File: config.mk
export PLATFORM = sky130hd
export DESIGN_NAME = keypad_scanner
export DESIGN_NICKNAME = d
export VERILOG_FILES = /design/src/rtl/charger_pkg.sv /design/src/rtl/sync_2ff.sv /design/src/rtl/keypad_scanner.sv
export SDC_FILE = /design/constraint.sdc
export NUM_CORES = 1
export LEC_CHECK = 0
export CAP_MARGIN = 20
export CORE_MARGIN = 2
export CORE_UTILIZATION = 45
export DETAILED_ROUTE_END_ITERATION = 8
export GPL_TIMING_DRIVEN = 0
export PLACE_DENSITY = 0.74
export SLEW_MARGIN = 20
export SYNTH_ARGS = -nofsm -noshare
export SYNTH_HDL_FRONTEND = slang
export SYNTH_SLANG_ARGS = --single-unit
File: constraint.sdc
create_clock -name clk -period 2.7 [get_ports clk]
set_input_delay 0.81 -clock clk [delete_from_list [all_inputs] [get_ports clk]]
set_output_delay 0.81 -clock clk [all_outputs]
set_load 0.005 [all_outputs]
File: src/rtl/charger_pkg.sv
// Shared definitions for the charger amount-entry path: scan FSM states,
// key codes and the 4x4 keypad map.
package charger_pkg;

    localparam int unsigned KP_ROWS = 4;
    localparam int unsigned KP_COLS = 4;
    localparam int unsigned KEY_W   = 4;

    typedef enum logic [1:0] {
        ST_SCAN     = 2'd0,
        ST_DEBOUNCE = 2'd1,
        ST_HELD     = 2'd2,
        ST_RELEASE  = 2'd3
    } scan_state_e;

    localparam logic [KEY_W-1:0] KEY_A    = 4'hA;
    localparam logic [KEY_W-1:0] KEY_B    = 4'hB;
    localparam logic [KEY_W-1:0] KEY_C    = 4'hC;
    localparam logic [KEY_W-1:0] KEY_D    = 4'hD;
    localparam logic [KEY_W-1:0] KEY_STAR = 4'hE;
    localparam logic [KEY_W-1:0] KEY_HASH = 4'hF;

    // (row, column) -> key code; column 0 is the leftmost column
    function automatic logic [KEY_W-1:0] keymap(input logic [1:0] row, input logic [1:0] col);
        logic [KEY_W-1:0] code;
        case ({row, col})
            4'b00_00: code = 4'd1;
            4'b00_01: code = 4'd2;
            4'b00_10: code = 4'd3;
            4'b00_11: code = KEY_A;
            4'b01_00: code = 4'd4;
            4'b01_01: code = 4'd5;
            4'b01_10: code = 4'd6;
            4'b01_11: code = KEY_B;
            4'b10_00: code = 4'd7;
            4'b10_01: code = 4'd8;
            4'b10_10: code = 4'd9;
            4'b10_11: code = KEY_C;
            4'b11_00: code = KEY_STAR;
            4'b11_01: code = 4'd0;
            4'b11_10: code = KEY_HASH;
            default:  code = KEY_D;
        endcase
        return code;
    endfunction

endpackage

File: src/rtl/sync_2ff.sv
// Two-flop synchronizer for asynchronous level inputs.
module sync_2ff #(
    parameter int unsigned WIDTH = 1,
    parameter logic [WIDTH-1:0] RST_VAL = '1
) (
    input  logic             clk,
    input  logic             rst_n,
    input  logic [WIDTH-1:0] d,
    output logic [WIDTH-1:0] q
);

    logic [WIDTH-1:0] meta;

    // Two back-to-back flops; q is safe to use in the clk domain
    always_ff @(posedge clk or negedge rst_n) begin
        if (!rst_n) begin
            meta <= RST_VAL;
            q    <= RST_VAL;
        end else begin
            meta <= d;
            q    <= meta;
        end
    end

endmodule

File: src/rtl/keypad_scanner.sv
// 4x4 matrix keypad scanner with debounce, one event per physical press.
// Optional build macro KEYPAD_MULTI_KEY_REJECT_EN: reject (produce no event
// for) presses where more than one row of the scanned column reads low.
module keypad_scanner
    import charger_pkg::*;
#(
    parameter int unsigned SCAN_HOLD       = 4,
    parameter int unsigned DEBOUNCE_CYCLES = 20,
    parameter int unsigned CNT_W           = 5
) (
    input  logic             clk,
    input  logic             rst_n,
    input  logic [3:0]       row_n,
    output logic [3:0]       col_n,
    output logic             pressed,
    output logic [KEY_W-1:0] key_value,
    output logic             start,
    output logic             clear
);

    localparam int unsigned       HOLD_W    = (SCAN_HOLD > 1) ? $clog2(SCAN_HOLD) : 1;
    localparam logic [HOLD_W-1:0] HOLD_LAST = HOLD_W'(SCAN_HOLD - 1);
    localparam logic [CNT_W-1:0]  CNT_LAST  = CNT_W'(DEBOUNCE_CYCLES - 1);

    logic [3:0]        rs;
    scan_state_e       state, state_d;
    logic [1:0]        col_idx, col_idx_d;
    logic [1:0]        row_idx, row_idx_d;
    logic [HOLD_W-1:0] hold_cnt, hold_d;
    logic [CNT_W-1:0]  cnt, cnt_d;
    logic [3:0]        col_n_d;
    logic              pressed_d, start_d, clear_d;
    logic [KEY_W-1:0]  key_value_d;
    logic [KEY_W-1:0]  code;
    logic              any_low;
    logic              row_low;
    logic              watch_low;
`ifdef KEYPAD_MULTI_KEY_REJECT_EN
    logic              reject, reject_d;
    logic [3:0]        low_bits;
    logic              multi_low;
`endif

    // Lowest-index low row of an active-low row vector
    function automatic logic [1:0] lowest_row(input logic [3:0] r);
        logic [1:0] idx;
        idx = 2'd0;
        for (int i = 3; i >= 0; i--) begin
            if (!r[i]) idx = 2'(i);
        end
        return idx;
    endfunction

    sync_2ff #(
        .WIDTH   (4),
        .RST_VAL (4'b1111)
    ) u_sync (
        .clk   (clk),
        .rst_n (rst_n),
        .d     (row_n),
        .q     (rs)
    );

    assign any_low = ~&rs;
    assign row_low = ~rs[row_idx];
    assign code    = keymap(row_idx, col_idx);
`ifdef KEYPAD_MULTI_KEY_REJECT_EN
    assign low_bits  = ~rs;
    assign multi_low = (low_bits & (low_bits - 4'd1)) != 4'd0;
    // A rejected press waits for the whole frozen column to go quiet
    assign watch_low = reject ? any_low : row_low;
`else
    assign watch_low = row_low;
`endif

    // State and output registers
    always_ff @(posedge clk or negedge rst_n) begin
        if (!rst_n) begin
            state     <= ST_SCAN;
            col_idx   <= 2'd0;
            row_idx   <= 2'd0;
            hold_cnt  <= '0;
            cnt       <= '0;
            col_n     <= 4'b1110;
            pressed   <= 1'b0;
            start     <= 1'b0;
            clear     <= 1'b0;
            key_value <= '0;
`ifdef KEYPAD_MULTI_KEY_REJECT_EN
            reject    <= 1'b0;
`endif
        end else begin
            state     <= state_d;
            col_idx   <= col_idx_d;
            row_idx   <= row_idx_d;
            hold_cnt  <= hold_d;
            cnt       <= cnt_d;
            col_n     <= col_n_d;
            pressed   <= pressed_d;
            start     <= start_d;
            clear     <= clear_d;
            key_value <= key_value_d;
`ifdef KEYPAD_MULTI_KEY_REJECT_EN
            reject    <= reject_d;
`endif
        end
    end

    // Scan / debounce / hold / release sequencing and event generation
    always_comb begin
        state_d     = state;
        col_idx_d   = col_idx;
        row_idx_d   = row_idx;
        hold_d      = hold_cnt;
        cnt_d       = cnt;
        pressed_d   = 1'b0;
        start_d     = 1'b0;
        clear_d     = 1'b0;
        key_value_d = key_value;
`ifdef KEYPAD_MULTI_KEY_REJECT_EN
        reject_d    = reject;
`endif

        case (state)
            ST_SCAN: begin
                if (hold_cnt == HOLD_LAST) begin
                    hold_d = '0;
                    if (any_low) begin
                        row_idx_d = lowest_row(rs);
                        cnt_d     = '0;
                        state_d   = ST_DEBOUNCE;
`ifdef KEYPAD_MULTI_KEY_REJECT_EN
                        if (multi_low) begin
                            reject_d = 1'b1;
                            state_d  = ST_HELD;
                        end
`endif
                    end else begin
                        col_idx_d = col_idx + 2'd1;
                    end
                end else begin
                    hold_d = hold_cnt + HOLD_W'(1);
                end
            end

            ST_DEBOUNCE: begin
                if (!row_low) begin
                    state_d   = ST_SCAN;
                    col_idx_d = col_idx + 2'd1;
                    hold_d    = '0;
                end else if (cnt == CNT_LAST) begin
                    cnt_d   = cnt + CNT_W'(1);
                    state_d = ST_HELD;
                    if (code <= 4'd9) begin
                        pressed_d   = 1'b1;
                        key_value_d = code;
                    end else if (code == KEY_STAR) begin
                        start_d = 1'b1;
                    end else if (code == KEY_HASH) begin
                        clear_d = 1'b1;
                    end
                end else begin
                    cnt_d = cnt + CNT_W'(1);
                end
`ifdef KEYPAD_MULTI_KEY_REJECT_EN
                // A second key in the column cancels the press outright
                if (multi_low) begin
                    reject_d    = 1'b1;
                    cnt_d       = '0;
                    state_d     = ST_HELD;
                    col_idx_d   = col_idx;
                    hold_d      = hold_cnt;
                    pressed_d   = 1'b0;
                    start_d     = 1'b0;
                    clear_d     = 1'b0;
                    key_value_d = key_value;
                end
`endif
            end

            ST_HELD: begin
                if (!watch_low) begin
                    cnt_d   = '0;
                    state_d = ST_RELEASE;
                end
            end

            ST_RELEASE: begin
                if (watch_low) begin
                    state_d = ST_HELD;
                end else if (cnt == CNT_LAST) begin
                    cnt_d     = '0;
                    state_d   = ST_SCAN;
                    col_idx_d = col_idx + 2'd1;
                    hold_d    = '0;
`ifdef KEYPAD_MULTI_KEY_REJECT_EN
                    reject_d  = 1'b0;
`endif
                end else begin
                    cnt_d = cnt + CNT_W'(1);
                end
            end

            default: begin
                state_d = ST_SCAN;
            end
        endcase

        col_n_d = ~(4'b0001 << col_idx_d);
    end

endmodule

==> results.md, run 1 <==
- Die W: 62.6 um
- Worst clock skew: 9.10 ps
- DRT antenna net count: 0
- Clk_lat worst skew: 330 ps
- Die ar.: 0.00392 sq mm
- Worst Hold Path EP: u_sync.q[3]
- CTS tree: yes
- Seq/Total Area, Yosys: 52.7%
- Worst hold path type: register to register
- Synth Area in Adders: 6.48%
- Tcrit/Tclk final: 84.8%
- HP Start: u_sync.meta[3]
- TritonCTS buffer count: 5
- Post-CTS Setup Inserts: 0
- Largest family of logic cells by synthesized area: compound AO/OA/AOI/OAI gates
- Share of cells above drive strength 1: 16.3%
- Initial antenna violation count: 0
- Iteration-0 DRC Markers: 73
- Status: complete, no violations
- Fin nets: 179
- Peak VDD IR: 0.000473 V
- CTS sink cnt: 32
- Die height: 62.6 um
- R2r startpoint: row_idx[1]
- Routed wire length: 2640 um
- Max Cap Violations: 0
- Final Hold Vio Count: 0
- RSZ-0062 raised after global routing: false
- Root buffer cell: clkbuf_4
- Residual DRC count: 0
- Filler instances: 300
- Slew headroom: 54.8%
- Xor/xnor share of the synthesized area: 0.567%
- Core Rows: 21
- Post_cts resized: 0
- Worst-path clk slew: 90 ps
- Post-synthesis simple-gate area fraction: 13.9%
- Worst r2r dst: clear
- CP Capture Type: register
- Largest net degree at the start of global routing: 33
- Total GRT Usage: 15.9%
- Cell Area, Synth: 0.00155 sq mm
- Total gr overflow: 0
- Count leader, synth: dfrtp_1
- First-pass GRT wire length: 4760 um
- Register area: 815 sq um
- Area leader, netlist: dfrtp_1
- Compound-cell area share of the yosys netlist: 14.0%
- Layout Utilization: 55.2%
- Core ar.: 0.00331 sq mm
- Area grow syn2layout: 18.2%
- Startpoint types: register
- Area of the multi-input gates: 667 sq um
- Reg2reg setup slack: 410 ps
- Mapped Nets: 156
- First-pass DRT Iterations: 4
- Ys flop type: dfrtp_1
- EDFF count, synth: 0
- CP Data Arrival Time: 2560 ps
- Final RePlAce weighted congestion: 0.758
- Via count: 1,141
- H-Tree Depth: 2
- Via-to-Cell Ratio: 5.38
- Async S/R FF share, synth: 100%
- Critical path class: register to register
- PD cells: 937 mW/mm^2
- IO Count: 17
- Setup violation total in the final timing report: 0
- Crit-path max FO: 8
- Mux cell area share after synthesis: 8.18%
- Buffers on Ports: 16
- P_leak: 0.772 nW
- Ys Warns: 0
- Period minus WS final: 2290 ps
- Routed len/inst: 12.4 um
- Synth area leaders: dfrtp_1 34%, dfstp_2 19%, ha_1 6.5%
- Worst Path Required: 2970 ps
- Starting Density: 46.7%
- Vias in the first global route: 1,119
- Maximum clock frequency: 0.437 GHz
- R2r worst-path depth: 5
- Syn_area_per_cell: 10.9 sq um
- Fin. max-slew vios: 0
- WHS Path Cells: 0
- Clk buf depth: 2
- # diodes: 0
- Synthesized instance count: 142
- Slew @ Worst Pin: 677 ps
- Flops & latches, synth: 32
- Synth top cells by count: 21 x dfrtp_1, 14 x nand2_1, 13 x o21ai_0
- Setup TNS: 0 ps
- CTS Hold Bufs: 0
- Top-area cell type share of the netlist area: 34.0%
- Dpl hpwl: 1970 um
- Number of distinct library cells after synthesis: 33
## per-stage QoR
| step | cells | power (mW) | setup slack [ps] | hold WS (ps) | area (sq um) |
|---|---|---|---|---|---|
| final | 212 | 1.71 | 411 | 359 | 1830 |
| after floorplan | 142 | 1.22 | 623 | 345 | 1550 |
| after detailed placement | 204 | 1.42 | 402 | 347 | 1760 |
| after global routing | 212 | 1.86 | 237 | 364 | 1830 |
| after global placement | 204 | 1.37 | 303 | 346 | 1760 |
| after CTS | 212 | 1.73 | 374 | 361 | 1830 |
## routing by layer
metal  wire, um  track usage [%]  vias up
met5          0                0        -
met4         51             7.22        0
met3        118             6.13        6
met2       1370             28.2       22
met1       1090             16.4      560
li1           -                -      553
## worst max-delay path, cell delays in order, from the launching register on
cell and delay (ps):
dfrtp_1 330, clkbuf_1 380, mux4_2 460, or3_4 430
or4_4 520, nor2_1 110
## registers in the layout, indices dropped and copies added, names as in the netlist, named ones only
register,count
cnt,5
col_n,4
key_value,4
u_sync.meta,4
u_sync.q,4
col_idx,2
hold_cnt,2
row_idx,2
clear,1
pressed,1
start,1
state,1
## worst max path at each step
stage | cells after the start | to | startpoint | slack [ps]
2_1_floorplan | 5 | clear | row_idx[0] | 620
3_3_place_gp | 1 | cnt[0] | rst_n | 300
3_5_place_dp | 5 | clear | row_idx[1] | 400
4_1_cts | 5 | clear | row_idx[1] | 370
5_1_grt | 6 | cnt[3] | row_idx[1] | 240
6_report | 5 | clear | row_idx[1] | 410
## cell usage in the layout, fill, tap and decap left out, drive strengths merged, types with 2 or more instances in the layout
| cell type | synthesis | layout |
|---|---|---|
| ha | 8 | 8 |
| nor3 | 2 | 2 |
| nor2 | 6 | 6 |
| a21oi | 9 | 9 |
| clkbuf | 4 | 12 |
| nand3 | 3 | 3 |
| nand2b | 6 | 6 |
| buf | 1 | 2 |
| dfrtp | 21 | 21 |
| nand2 | 14 | 14 |
| o31ai | 3 | 3 |
| dfstp | 11 | 11 |
| clkdlybuf4s50 | 0 | 15 |
| mux2i | 7 | 7 |
| a311oi | 2 | 2 |
| o22ai | 3 | 3 |
| o21ai | 13 | 13 |
| inv | 10 | 10 |
| nor3b | 2 | 2 |
| a31oi | 2 | 2 |
| mux4 | 2 | 2 |
## cell families (layout without fill, tap and decap cells)
family,Yosys count,in the layout
simple gates,40,40
compound gates,36,36
flops,32,32
buf+inv,15,39
mux,10,10
fa+ha+maj,8,8
xor+xnor,1,1
## area by class of cell
cell class              instances  share of cell area [%]
flip-flops and latches         32                    44.6
multi-input cells              95                    36.5
repair buffers                 16                    8.49
clock buffers                   8                    3.77
well taps                      46                    3.15
inverters                      10                    2.05
plain buffers                   5                    1.44
## power breakdown
part           internal, mW  switching, mW
clock network         0.153          0.151
logic                 0.320          0.419
registers             0.596         0.0728
No activity file was read; power rests on OpenSTA's default activity.
==> run 2, diff against run 1 <==
--- a/config.mk
+++ b/config.mk
@@ -10,7 +10,7 @@
 export CORE_UTILIZATION = 45
 export DETAILED_ROUTE_END_ITERATION = 8
 export GPL_TIMING_DRIVEN = 0
-export PLACE_DENSITY = 0.74
+export PLACE_DENSITY = 0.77
 export SLEW_MARGIN = 20
 export SYNTH_ARGS = -nofsm -noshare
 export SYNTH_HDL_FRONTEND = slang
==> constraint.sdc (replaced) <==
create_clock -name clk -period 2 [get_ports clk]
set_input_delay 0.6 -clock clk [delete_from_list [all_inputs] [get_ports clk]]
set_output_delay 0.6 -clock clk [all_outputs]
set_load 0.005 [all_outputs]
==> results.md, run 2 (synthesis gave the netlist of run 1 again) <==
- Peak VDD IR: 0.000643 V (+36%)
- Routed len/inst: 13.9 um (+12%)
- Root buffer cell: clkbuf_4
- Tcrit/Tclk final: 104% (+19 points)
- Iteration-0 DRC Markers: 53 (-27%)
- Residual DRC count: 0 (unchanged)
- CP Capture Type: register
- Maximum clock frequency: 0.481 GHz (+10%)
- RSZ-0062 raised after global routing: true
- Fin nets: 186 (+3.9%)
- Via count: 1,166 (+2.2%)
- R2r worst-path depth: 4 (-1)
- Failing checks: negative setup slack
- Status: finished, violations left
- R2r startpoint: row_idx[1]
- Most flop-heavy register: cnt
- Dpl hpwl: 1930 um (-2.1%)
- CTS Hold Bufs: 0 (unchanged)
- Max Cap Violations: 0 (unchanged)
- First-pass DRT Iterations: 4 (unchanged)
- Crit-path max FO: 7 (-1)
- # diodes: 0 (unchanged)
- P_leak: 0.819 nW (+6.1%)
- PD cells: 1320 mW/mm^2 (+41%)
- Most frequent cells in the layout: 19 x dfrtp_1, 15 x clkdlybuf4s50_1, 14 x nand2_1
- Slew headroom: 54.5% (-0.30 points)
- Total gr overflow: 0 (unchanged)
- Cells after DPL: 204 (unchanged)
- Vias in the first global route: 1,128 (+0.80%)
- Die height: 62.6 um (unchanged)
- Period minus WS final: 2080 ps (-209 ps)
- Flip-flop count of the largest register after layout: 5 (unchanged)
- Worst-path clk slew: 100 ps (about the same)
- Clk buf depth: 2 (unchanged)
- TritonCTS buffer count: 5 (unchanged)
- Worst clock skew: 4.57 ps (-4.53 ps)
- Buffers on Ports: 16 (unchanged)
- IO Count: 17 (unchanged)
- Critical path launch point: row_idx[1]
- Area grow syn2layout: 25.8%
- Die W: 62.6 um (unchanged)
- Clk_lat worst skew: 330 ps (about the same)
- Reg2reg setup slack: -80 ps (-490 ps)
- Largest net degree at the start of global routing: 33 (unchanged)
- Worst Path Required: 2270 ps (-700 ps)
- Via-to-Cell Ratio: 5.32 (-1.1%)
- Fin cells: 219 (+3.3%)
- Total GRT Usage: 16.6% (+0.77 points)
- Final RePlAce weighted congestion: 0.805 (+6.2%)
- DP Worst Slack: -208 ps (-610 ps)
- Worst setup margin: -79.6 ps (-491 ps)
- Initial antenna violation count: 0 (unchanged)
- CTS sink cnt: 32 (unchanged)
- Worst r2r dst: clear
- Startpoint types: register
- Die ar.: 0.00392 sq mm (unchanged)
- Fin. max-slew vios: 0 (unchanged)
- Critical path class: register to register
- Commonest non-fill, non-tap cell in the layout: dfrtp_1
- First-pass GRT wire length: 5090 um (+7.0%)
- DRT antenna net count: 0 (unchanged)
- Setup TNS: -259 ps (-259 ps)
- H-Tree Depth: 2 (unchanged)
- Core ar.: 0.00331 sq mm (unchanged)
- Final Hold Vio Count: 0 (unchanged)
- Setup violation total in the final timing report: 5 (+5)
- Routed wire length: 3040 um (+15%)
- Share of cells above drive strength 1: 30.1% (+14 points)
- Starting Density: 46.7% (unchanged)
- Core Rows: 21 (unchanged)
- Slew @ Worst Pin: 682 ps (+4.47 ps)
- Worst hold path type: input port to async pin
- CTS tree: yes
- CP Data Arrival Time: 2350 ps (-210 ps)
[run 2: cell count changes in the layout (fill, tap and decap cells not counted), sizes merged]
cell,before,now
buf,2,10
clkbuf,12,9
clkinv,0,2
[run 2: worst max-delay path by stage]
stage	end	slack [ps]	cells after the start
after floorplan	clear	-40	5
after global placement	cnt[0]	-200	1
after detailed placement	start	-210	5
after CTS	start	-110	5
after global routing	clear	-150	5
final	clear	-80	4
[run 2: area by class of cell]
| type | count | area (sq um) |
|---|---|---|
| Clock inverter | 2 | 10.0 |
| Clock buffer | 6 | 51.3 |
| Fill cell | 297 | 1370 |
| Buffer | 4 | 22.5 |
| Multi-Input combinational cell | 95 | 733 |
| Tap cell | 46 | 57.6 |
| Sequential cell | 32 | 817 |
| Timing Repair Buffer | 24 | 215 |
| Inverter | 10 | 37.5 |
[run 2: per-layer routing]
layer  part of all wire, %  wire length, um  vias to the layer above  global-route usage (%)
met4                   1.0               31                        0                    5.00
met1                    42             1280                      564                    19.4
li1                      -                -                      563                       -
met3                   4.8              147                        5                    5.59
met2                    52             1590                       34                    28.9
met5                     0                0                        -                       0
[run 2: power by group]
group          switching (mW)  internal, mW  total, mW
logic                   0.661         0.576       1.24
clock network           0.213         0.167      0.380
registers               0.136         0.808      0.944
total                    1.01          1.55       2.56
[run 2: critical path, stage by stage, from the launching register on]
cell,delay (ps)
dfrtp_1,570
mux4_2,440
or3_4,380
or4_4,530
nor2_1,90
[run 2: timing repair]
item | CTS | global route
gates resized for setup | 7 | 13
endpoints found under the hold margin | 0 | 0
buffers inserted | 5 | 3
pin swaps | 2 | 4
cloned | 0 | 0
setup endpoints to repair | 13 | 16
[run 2: through the flow]
step,hold slack (ps),instance area (sq um),util (%),power [mW]
finish,302,1940,58.7,2.56
global route,338,1940,58.7,2.76
CTS,326,1880,56.8,2.41
detailed placement,347,1760,53.1,1.92
global placement,345,1760,53.3,1.84
floorplan,304,1550,-,1.64
==> run 3, diff against run 2 <==
--- a/config.mk
+++ b/config.mk
@@ -6,11 +6,13 @@
 export NUM_CORES = 1
 export LEC_CHECK = 0
 export CAP_MARGIN = 20
+export CELL_PAD_IN_SITES_DETAIL_PLACEMENT = 1
+export CELL_PAD_IN_SITES_GLOBAL_PLACEMENT = 1
 export CORE_MARGIN = 2
-export CORE_UTILIZATION = 45
+export CORE_UTILIZATION = 39
 export DETAILED_ROUTE_END_ITERATION = 8
 export GPL_TIMING_DRIVEN = 0
-export PLACE_DENSITY = 0.77
+export PLACE_DENSITY = 0.82
 export SLEW_MARGIN = 20
 export SYNTH_ARGS = -nofsm -noshare
 export SYNTH_HDL_FRONTEND = slang
==> results.md, run 3 (synthesis gave the netlist of run 1 again) <==
- RSZ-0062 raised after global routing: true
- Worst clock skew: 10.4 ps (+5.83 ps)
- Final RePlAce weighted congestion: 0.720 (-11%)
- Maximum clock frequency: 0.477 GHz (-0.72%)
- PD cells: 1400 mW/mm^2 (+5.9%)
- Total gr overflow: 0 (unchanged)
- Period minus WS final: 2090 ps (+15.2 ps)
- Wire length on met1: 1530 um (+20%)
- Via-to-Cell Ratio: 5.45 (+2.3%)
- Most flop-heavy register: cnt
- Via count: 1,215 (+4.2%)
- Fin area: 0.00201 sq mm (+3.3%)
- Residual DRC count: 0 (unchanged)
- Setup TNS: -300 ps (-41.0 ps)
- Startpoint types: register
- Area of placed instances: 0.00176 sq mm (+0.14%)
- Slew @ Worst Pin: 680 ps (-2.01 ps)
- DRT antenna net count: 0 (unchanged)
- CTS sink cnt: 32 (unchanged)
- Worst setup margin: -94.8 ps (-15.2 ps)
- First-pass DRT Iterations: 4 (unchanged)
- WL met2: 2080 um (+31%)
- First-pass GRT wire length: 6090 um (+20%)
- Logic pwr share: 47.7% (-0.6 points)
- Share of cells above drive strength 1: 30.9% (+0.80 points)
- Dpl hpwl: 2400 um (+24%)
- Starting Density: 41.3% (-5.4 points)
- Critical path class: register to register
- DP Worst Slack: -282 ps (-74.5 ps)
- CP Data Arrival Time: 2310 ps (-40 ps)
- Crit-path max FO: 5 (-2)
- Largest net degree at the start of global routing: 33 (unchanged)
- Iteration-0 DRC Markers: 32 (-40%)
- Clk_lat worst skew: 290 ps (-40 ps)
- Die ar.: 0.00448 sq mm (+14%)
- Overall Power: 2.80 mW (+9.4%)
- # diodes: 0 (unchanged)
- Fin cells: 223 (+1.8%)
- Root buffer cell: clkbuf_8
- Flip-flop count of the largest register after layout: 5 (unchanged)
- Fin. max-slew vios: 0 (unchanged)
- Status: finished, violations left
- H-Tree Depth: 2 (unchanged)
- Internal power: 1.69 mW (+8.8%)
- CP Capture Type: register
- Area grow syn2layout: 30.0%
- Layout Utilization: 53.7% (-5.1 points)
- Routed wire length: 3840 um (+26%)
- Peak VDD IR: 0.000761 V (+18%)
- Top Metal Used: met4
- Reg2reg setup slack: -90 ps (-20 ps)
- Clk buf depth: 2 (unchanged)
- Worst-path clk slew: 70 ps (-30 ps)
- Die W: 66.9 um (+6.9%)
- Total GRT Usage: 18.7% (+2.1 points)
- Commonest non-fill, non-tap cell in the layout: dfrtp_1
- IO Count: 17 (unchanged)
- Core Rows: 22 (+4.8%)
- Clk pwr share: 18.4% (+3.6 points)
- Final Hold Vio Count: 0 (unchanged)
- Buffers on Ports: 16 (unchanged)
- P_leak: 0.841 nW (+2.7%)
- Initial antenna violation count: 0 (unchanged)
- Worst Path Required: 2210 ps (-60 ps)
- Sequential share of power: 33.9% (-3.0 points)
- TritonCTS buffer count: 5 (unchanged)
- Core ar.: 0.00374 sq mm (+13%)
- Cells after DPL: 206 (+0.98%)
- Max Cap Violations: 0 (unchanged)
- Most frequent cells in the layout: 19 x dfrtp_1, 15 x clkdlybuf4s50_1, 13 x nand2_1
- CTS tree: yes
- Fin nets: 188 (+1.1%)
- Metal3 WL: 135 um (-8.2%)
- Routed len/inst: 17.2 um (+24%)
- Die height: 66.9 um (+6.9%)
- Slew headroom: 54.7% (+0.13 points)
- NetSw: 1.11 mW (+10%)
- Tcrit/Tclk final: 105% (+0.76 points)
- Failing checks: negative setup slack
- Worst hold path type: input port to async pin
- Setup violation total in the final timing report: 5 (unchanged)
- Worst hold slack: 346 ps (+43.8 ps)
- Vias in the first global route: 1,316 (+17%)
- Net Sw Frac: 39.8% (+0.33 points)
[run 3: changes by cell type in the layout (fill, tap and decap cells not counted), moves of 2 or more]
cell	before	now
clkbuf_8	1	6
clkinv_2	2	0
clkbuf_1	3	5
clkbuf_4	5	0
buf_4	8	10
[run 3: layout make-up]
cell class | count | area [sq um]
Fill cell | 430 | 1730
Sequential cell | 32 | 817
Multi-Input combinational cell | 95 | 752
Timing Repair Buffer | 26 | 230
Clock buffer | 8 | 90.1
Tap cell | 48 | 60.1
Inverter | 10 | 37.5
Buffer | 4 | 22.5
[run 3: power groups by stage]
stage,Clock (mW),Combinational (mW),Sequential (mW)
3_5_place_dp,0,1.04,0.920
5_1_grt,0.556,1.47,0.971
2_1_floorplan,0,0.743,0.899
3_3_place_gp,0,0.956,0.907
6_report,0.515,1.34,0.951
4_1_cts,0.522,1.13,0.939
[run 3: critical path, stage by stage (launching register included)]
cell	delay [ps]
dfrtp_1	340
buf_6	100
mux4_2	550
nand2b_1	210
a311oi_2	300
a311oi_2	60
buf_4	180
or2_2	270
[run 3: path summary, 6_finish.rpt]
| kind | start | to | cells after the start |
|---|---|---|---|
| worst max-delay path | row_idx[0] | col_n[2] | 7 |
| worst min-delay path | rst_n | cnt[1] | 1 |
| worst max register to register | row_idx[0] | col_n[2] | 7 |
| worst min register to register | u_sync.meta[3] | u_sync.q[3] | 0 |
| max in group asynchronous | rst_n | col_idx[0] | 1 |
| min in group clk | u_sync.meta[3] | u_sync.q[3] | 0 |
[run 3: repair_timing]
action / in CTS / in global routing
endpoints found under the setup margin: 13 / 16
buffers inserted: 7 / 3
hold buffers: 0 / 0
pin swaps: 3 / 3
resized for setup: 10 / 14
[run 3: routing by layer]
layer	vias to the layer above	global-route usage (%)
li1	561	-
met3	10	5.74
met4	0	9.44
met1	622	21.3
met5	-	0
met2	22	31.6
